File: src/rtl/axi_arbiter_nport.sv
// axi_arbiter_nport: N-master to 1-slave AXI-lite style arbiter.
// One transaction outstanding at a time. Within a master, a pending write
// is served before a pending read. Slave-side address and data are pure
// muxes on grant_idx; only handshakes are gated by the FSM state.
// Build option: define AXI_ARB_RR_EN for round-robin arbitration; when it
// is undefined, fixed priority applies and the highest index wins.
module axi_arbiter_nport #(
   parameter int N_MST  = 2,
   parameter int ADDR_W = 64,
   parameter int DATA_W = 64
) (
   input  logic                            clk,
   input  logic                            rst_n,
   // master side
   input  logic [N_MST*ADDR_W-1:0]         m_AW_ADDR,
   input  logic [N_MST*ADDR_W-1:0]         m_AR_ADDR,
   input  logic [N_MST-1:0]                m_AW_VALID,
   input  logic [N_MST-1:0]                m_W_VALID,
   input  logic [N_MST-1:0]                m_AR_VALID,
   input  logic [N_MST-1:0]                m_B_READY,
   input  logic [N_MST-1:0]                m_R_READY,
   output logic [N_MST-1:0]                m_AW_READY,
   output logic [N_MST-1:0]                m_W_READY,
   output logic [N_MST-1:0]                m_AR_READY,
   output logic [N_MST-1:0]                m_B_VALID,
   output logic [N_MST-1:0]                m_R_VALID,
   input  logic [N_MST*DATA_W-1:0]         m_W_DATA,
   input  logic [N_MST*(DATA_W/8)-1:0]     m_W_STRB,
   output logic [N_MST*DATA_W-1:0]         m_R_DATA,
   // slave side
   output logic [ADDR_W-1:0]               s_AW_ADDR,
   output logic [ADDR_W-1:0]               s_AR_ADDR,
   output logic [DATA_W-1:0]               s_W_DATA,
   output logic [DATA_W/8-1:0]             s_W_STRB,
   output logic                            s_AW_VALID,
   output logic                            s_W_VALID,
   output logic                            s_AR_VALID,
   output logic                            s_B_READY,
   output logic                            s_R_READY,
   input  logic                            s_AW_READY,
   input  logic                            s_W_READY,
   input  logic                            s_AR_READY,
   input  logic                            s_B_VALID,
   input  logic                            s_R_VALID,
   input  logic [DATA_W-1:0]               s_R_DATA,
   // status
   output logic [$clog2(N_MST)-1:0]        grant_idx,
   output logic                            busy
);
   localparam int STRB_W = DATA_W/8;
   localparam int GW     = $clog2(N_MST);

   typedef enum logic [2:0] {S_IDLE, S_AR, S_R, S_AW, S_W, S_B} state_t;

   state_t           state_q;
   logic [GW-1:0]    grant_q;
   logic [GW-1:0]    win_d;
   logic [N_MST-1:0] req;
   logic             rd_done, wr_done;

   assign req     = m_AR_VALID | m_AW_VALID;
   assign rd_done = (state_q == S_R) && s_R_VALID && m_R_READY[grant_q];
   assign wr_done = (state_q == S_B) && s_B_VALID && m_B_READY[grant_q];

`ifdef AXI_ARB_RR_EN
   logic [GW-1:0] ptr_q;

   // Round-robin pick: first requester found scanning upward from the pointer.
   always_comb begin
      int   idx;
      logic found;
      win_d = grant_q;
      found = 1'b0;
      idx   = 0;
      for (int k = 0; k < N_MST; k++) begin
         idx = (int'(ptr_q) + k) % N_MST;
         if (!found && req[idx]) begin
            win_d = GW'(idx);
            found = 1'b1;
         end
      end
   end

   // Pointer advances past the owner only once its transaction has finished.
   always_ff @(posedge clk or negedge rst_n) begin
      if (!rst_n)
         ptr_q <= '0;
      else if (rd_done || wr_done)
         ptr_q <= (grant_q == GW'(N_MST-1)) ? '0 : grant_q + 1'b1;
   end
`else
   // Fixed priority pick: later (higher) index overrides lower ones.
   always_comb begin
      win_d = grant_q;
      for (int i = 0; i < N_MST; i++)
         if (req[i]) win_d = GW'(i);
   end
`endif

   // Transaction FSM; grant is latched on leaving IDLE and held to completion.
   always_ff @(posedge clk or negedge rst_n) begin
      if (!rst_n) begin
         state_q <= S_IDLE;
         grant_q <= '0;
      end else begin
         case (state_q)
            S_IDLE: if (|req) begin
               grant_q <= win_d;
               state_q <= m_AW_VALID[win_d] ? S_AW : S_AR;
            end
            S_AR:   if (m_AR_VALID[grant_q] && s_AR_READY) state_q <= S_R;
            S_R:    if (rd_done)                           state_q <= S_IDLE;
            S_AW:   if (m_AW_VALID[grant_q] && s_AW_READY) state_q <= S_W;
            S_W:    if (m_W_VALID[grant_q] && s_W_READY)   state_q <= S_B;
            S_B:    if (wr_done)                           state_q <= S_IDLE;
            default:                                       state_q <= S_IDLE;
         endcase
      end
   end

   // Handshake routing: only the channel owned by the current state is live.
   always_comb begin
      m_AW_READY = '0;
      m_W_READY  = '0;
      m_AR_READY = '0;
      m_B_VALID  = '0;
      m_R_VALID  = '0;
      s_AW_VALID = 1'b0;
      s_W_VALID  = 1'b0;
      s_AR_VALID = 1'b0;
      s_B_READY  = 1'b0;
      s_R_READY  = 1'b0;
      case (state_q)
         S_AR: begin
            s_AR_VALID          = m_AR_VALID[grant_q];
            m_AR_READY[grant_q] = s_AR_READY;
         end
         S_R: begin
            m_R_VALID[grant_q]  = s_R_VALID;
            s_R_READY           = m_R_READY[grant_q];
         end
         S_AW: begin
            s_AW_VALID          = m_AW_VALID[grant_q];
            m_AW_READY[grant_q] = s_AW_READY;
         end
         S_W: begin
            s_W_VALID           = m_W_VALID[grant_q];
            m_W_READY[grant_q]  = s_W_READY;
         end
         S_B: begin
            m_B_VALID[grant_q]  = s_B_VALID;
            s_B_READY           = m_B_READY[grant_q];
         end
         default: ;
      endcase
   end

   assign s_AW_ADDR = m_AW_ADDR[int'(grant_q)*ADDR_W +: ADDR_W];
   assign s_AR_ADDR = m_AR_ADDR[int'(grant_q)*ADDR_W +: ADDR_W];
   assign s_W_DATA  = m_W_DATA[int'(grant_q)*DATA_W +: DATA_W];
   assign s_W_STRB  = m_W_STRB[int'(grant_q)*STRB_W +: STRB_W];
   assign m_R_DATA  = {N_MST{s_R_DATA}};
   assign grant_idx = grant_q;
   assign busy      = (state_q != S_IDLE);

endmodule

File: config.mk
export PLATFORM = sky130hd
export DESIGN_NAME = axi_arbiter_nport
export DESIGN_NICKNAME = d
export VERILOG_FILES = /design/src/rtl/axi_arbiter_nport.sv
export SDC_FILE = /design/constraint.sdc
export NUM_CORES = 1
export LEC_CHECK = 0
export ABC_AREA = 1
export CORE_AREA = 2 2 323 325
export DETAILED_ROUTE_END_ITERATION = 8
export DIE_AREA = 0 0 325 327
export PLACE_DENSITY = 0.34
export SLEW_MARGIN = 25
export SYNTH_ARGS = -nofsm -noshare
export SYNTH_HDL_FRONTEND = slang
export SYNTH_SLANG_ARGS = --single-unit
export TNS_END_PERCENT = 50
File: constraint.sdc
create_clock -name clk -period 1.8 [get_ports clk]
set_clock_uncertainty 0.1 [all_clocks]
set_input_delay 0.18 -clock clk [delete_from_list [all_inputs] [get_ports clk]]
set_output_delay 0.18 -clock clk [all_outputs]
set_load 0.01 [all_outputs]
==> impl_metrics.ini <==
[outcome]
outcome = finished, violations left
violations = negative setup slack

[sta]
tns_ps = -26710
fin_crit_sh_pct = 119
hold_violations = 0
rsz0062_at_grt = yes
fin_crit_ps = 2150
relSlewSlack_pct = 81.7
worstMarginPinSlew_ps = 274
setup_viol = 168
timing.fmax_mhz = 466
worst_slack_ps = -346
hold_slack_ps = 89.1
maxSlewViolCount = 0

[clock_tree]
clk_latency_ps = 220
cts-buffers-inserted = 3
clkTransAtPathRegs_ps = 30
cts_max_level = 1
cts_tree = yes
clockBufferDepth = 2
numClockSinks = 4
cts_hold_buf = 0
cts_root_buf = clkbuf_16

[placed_design]
dp_hpwl_mm = 44.4
port_buffers = 633
dp_slack_ps = -287
gp_congestion = 0.855

[routing]
avgRoutedWirePerCell_um = 18.6
via_count = 7469
drc = 0
drt_iter0_drc = 249
via_per_inst = 2.63
drt-total-wl_mm = 52.9
postRouteAntennaNets = 0
detail_route.first_pass.iterations = 6

[synthesis]
yosys_warnings = 0
syn_nets = 1353
syn_area_per_cell_sq_um = 4.51
synth_seq_cells = 4
synthTopCellsByArea = nand2_1, buf_4, buf_2
syn-instance-count = 872
synth_area_leader_cell = nand2_1
yosys.area.top_type_share_pct = 60.7
synth_cell_types = 16
synth.yosys.seq_area_share_pct = 2.54
syn_area_sq_um = 3930

[floorplan]
row_count = 118
start_util_pct = 3.82
ioPinCount = 826
die_x_um = 325
die_area_sq_um = 106000
core_area_sq_um = 103000
fp.dieH_um = 327

[power_and_ir_drop]
leakage_nw = 6.16
finalPower_mw = 16.4
power_density_nw_per_um2 = 1280
peakVddDrop_v = 0.000458

[critical_path]
path_max_fanout = 12
start_kind = flip-flop
path_class = flip-flop to output pin
crit_top_cell = nand2_1
crit_path_top_delay_cell = dfrtp_4
crit_required_ps = 1520
rrSetupSlack_ps = -190
critPathMaxStageDelay_ps = 570
cp.arrival_ps = 1870
worstPathCellList = clkinv_8 -> buf_6 -> buf_4 -> nand2_1 -> nand2_1 -> clkdlybuf4s50_1
crit_path_end_kind = output pin

[global_route]
grt_first_pass_wirelength_mm = 63.2
track_usage_pct = 8.61
grt-ovfl-total = 0
met1_usage_pct = 10.1
grt_max_degree = 33
grt-busiest-layer = met2
grt_pass1_vias = 7469
antenna_found_initial = 7
use_met2_pct = 13.8
gr-usage-met3_pct = 5.21

[worst_hold_path]
hp-class = input pin to asynchronous set/reset pin

[flow_run]
max_cap_viol_count = 0

[layout]
nFillCells = 12155
syn2layout_area_growth_pct = 225
drive_gt1_share_pct = 27.0
final_nets = 1946
sequential cells by signal (all words and copies together), names as in the netlist:
signal     count
grant_idx      1
state_q        3
area by class of cell:
type                            count  area (sq um)  share of cell area [%]
Timing Repair inverter              1          8.76                  0.0685
Antenna cell                        1          2.50                  0.0196
Tap cell                         1380          1730                    13.5
Multi-Input combinational cell    671          2890                    22.6
Inverter                           23          98.8                   0.773
Sequential cell                     4           104                   0.812
Timing Repair Buffer              761          7880                    61.6
Clock buffer                        4          78.8                   0.616
kinds of logic after synthesis:
logic type / Yosys count / synth area share [%]
AO/OA/AOI/OAI: 5 / 0.636
buffers and inverters: 197 / 32.3
flip-flops: 4 / 2.54
AND/OR/NAND/NOR: 666 / 64.5
critical path, delay by kind of cell, from the launching register on:
kind / cells / cell delay, ps
flops: 1 / 570
simple gates: 2 / 100
buf+inv: 4 / 970
cells in the final DEF, fill, tap and decap left out, types with 5 or more instances in the layout:
cell type and count:
inv_1 21, nand3_1 6, dlygate4sd2_1 9, nor3_1 5
clkdlybuf4s50_1 422, clkbuf_16 12, nand2_1 550, buf_6 42
nor2_1 5, clkbuf_2 48, clkdlybuf4s15_2 11, nand2_2 76
buf_2 46, dlymetal6s2s_1 36, buf_12 43, buf_4 69
buf_8 16, buf_16 5, nand2_4 11
stage by stage:
stage	std cells	cell area, sq um	util (%)
2_1_floorplan	872	3930	-
3_3_place_gp	2784	11800	11.4
3_5_place_dp	2784	11800	11.4
4_1_cts	2794	12000	11.7
5_1_grt	2844	12800	12.4
6_report	2845	12800	12.4
synthesized netlist by cell type, drive strengths merged:
cell type	n
nor2	11
clkbuf	11
buf	163
inv	23
a21oi	2
o21ai	3
dfrtp	4
nand2	638
and3	2
nor3	9
nand3	6
report_power, final:
part	leakage [nW]	internal, mW	switching (mW)
combinational	6.07	7.79	8.02
sequential	0.0486	0.143	0.0860
clock	0.0382	0.292	0.0597
total	6.16	8.23	8.16
metal layers:
layer	share of wire, %	up-vias
met5	0.11	-
met4	0.85	10
met3	14	36
met2	44	538
met1	41	3243
li1	-	3642
path summary, 6_finish.rpt:
check                                              end  cells after the start              startpoint
max in group asynchronous        grant_idx$_DFFE_PN0P_                      1                   rst_n
worst min-delay path             grant_idx$_DFFE_PN0P_                      1                   rst_n
min in group clk                          m_R_DATA[92]                      0            s_R_DATA[28]
worst max register to register  state_q[0]$_DFFE_PN0P_                     13   grant_idx$_DFFE_PN0P_
worst max-delay path                     s_AR_ADDR[36]                      6   grant_idx$_DFFE_PN0P_
worst min register to register  state_q[0]$_DFFE_PN0P_                      2  state_q[0]$_DFFE_PN0P_
what timing repair did:
| item | CTS | global route |
|---|---|---|
| pin swaps | 9 | 16 |
| setup buffers | 4 | 39 |
| gates cloned | 2 | 11 |
| endpoints found under the setup margin | 216 | 218 |
| gates resized for setup | 185 | 406 |
Power figures use the tool's default switching activity.
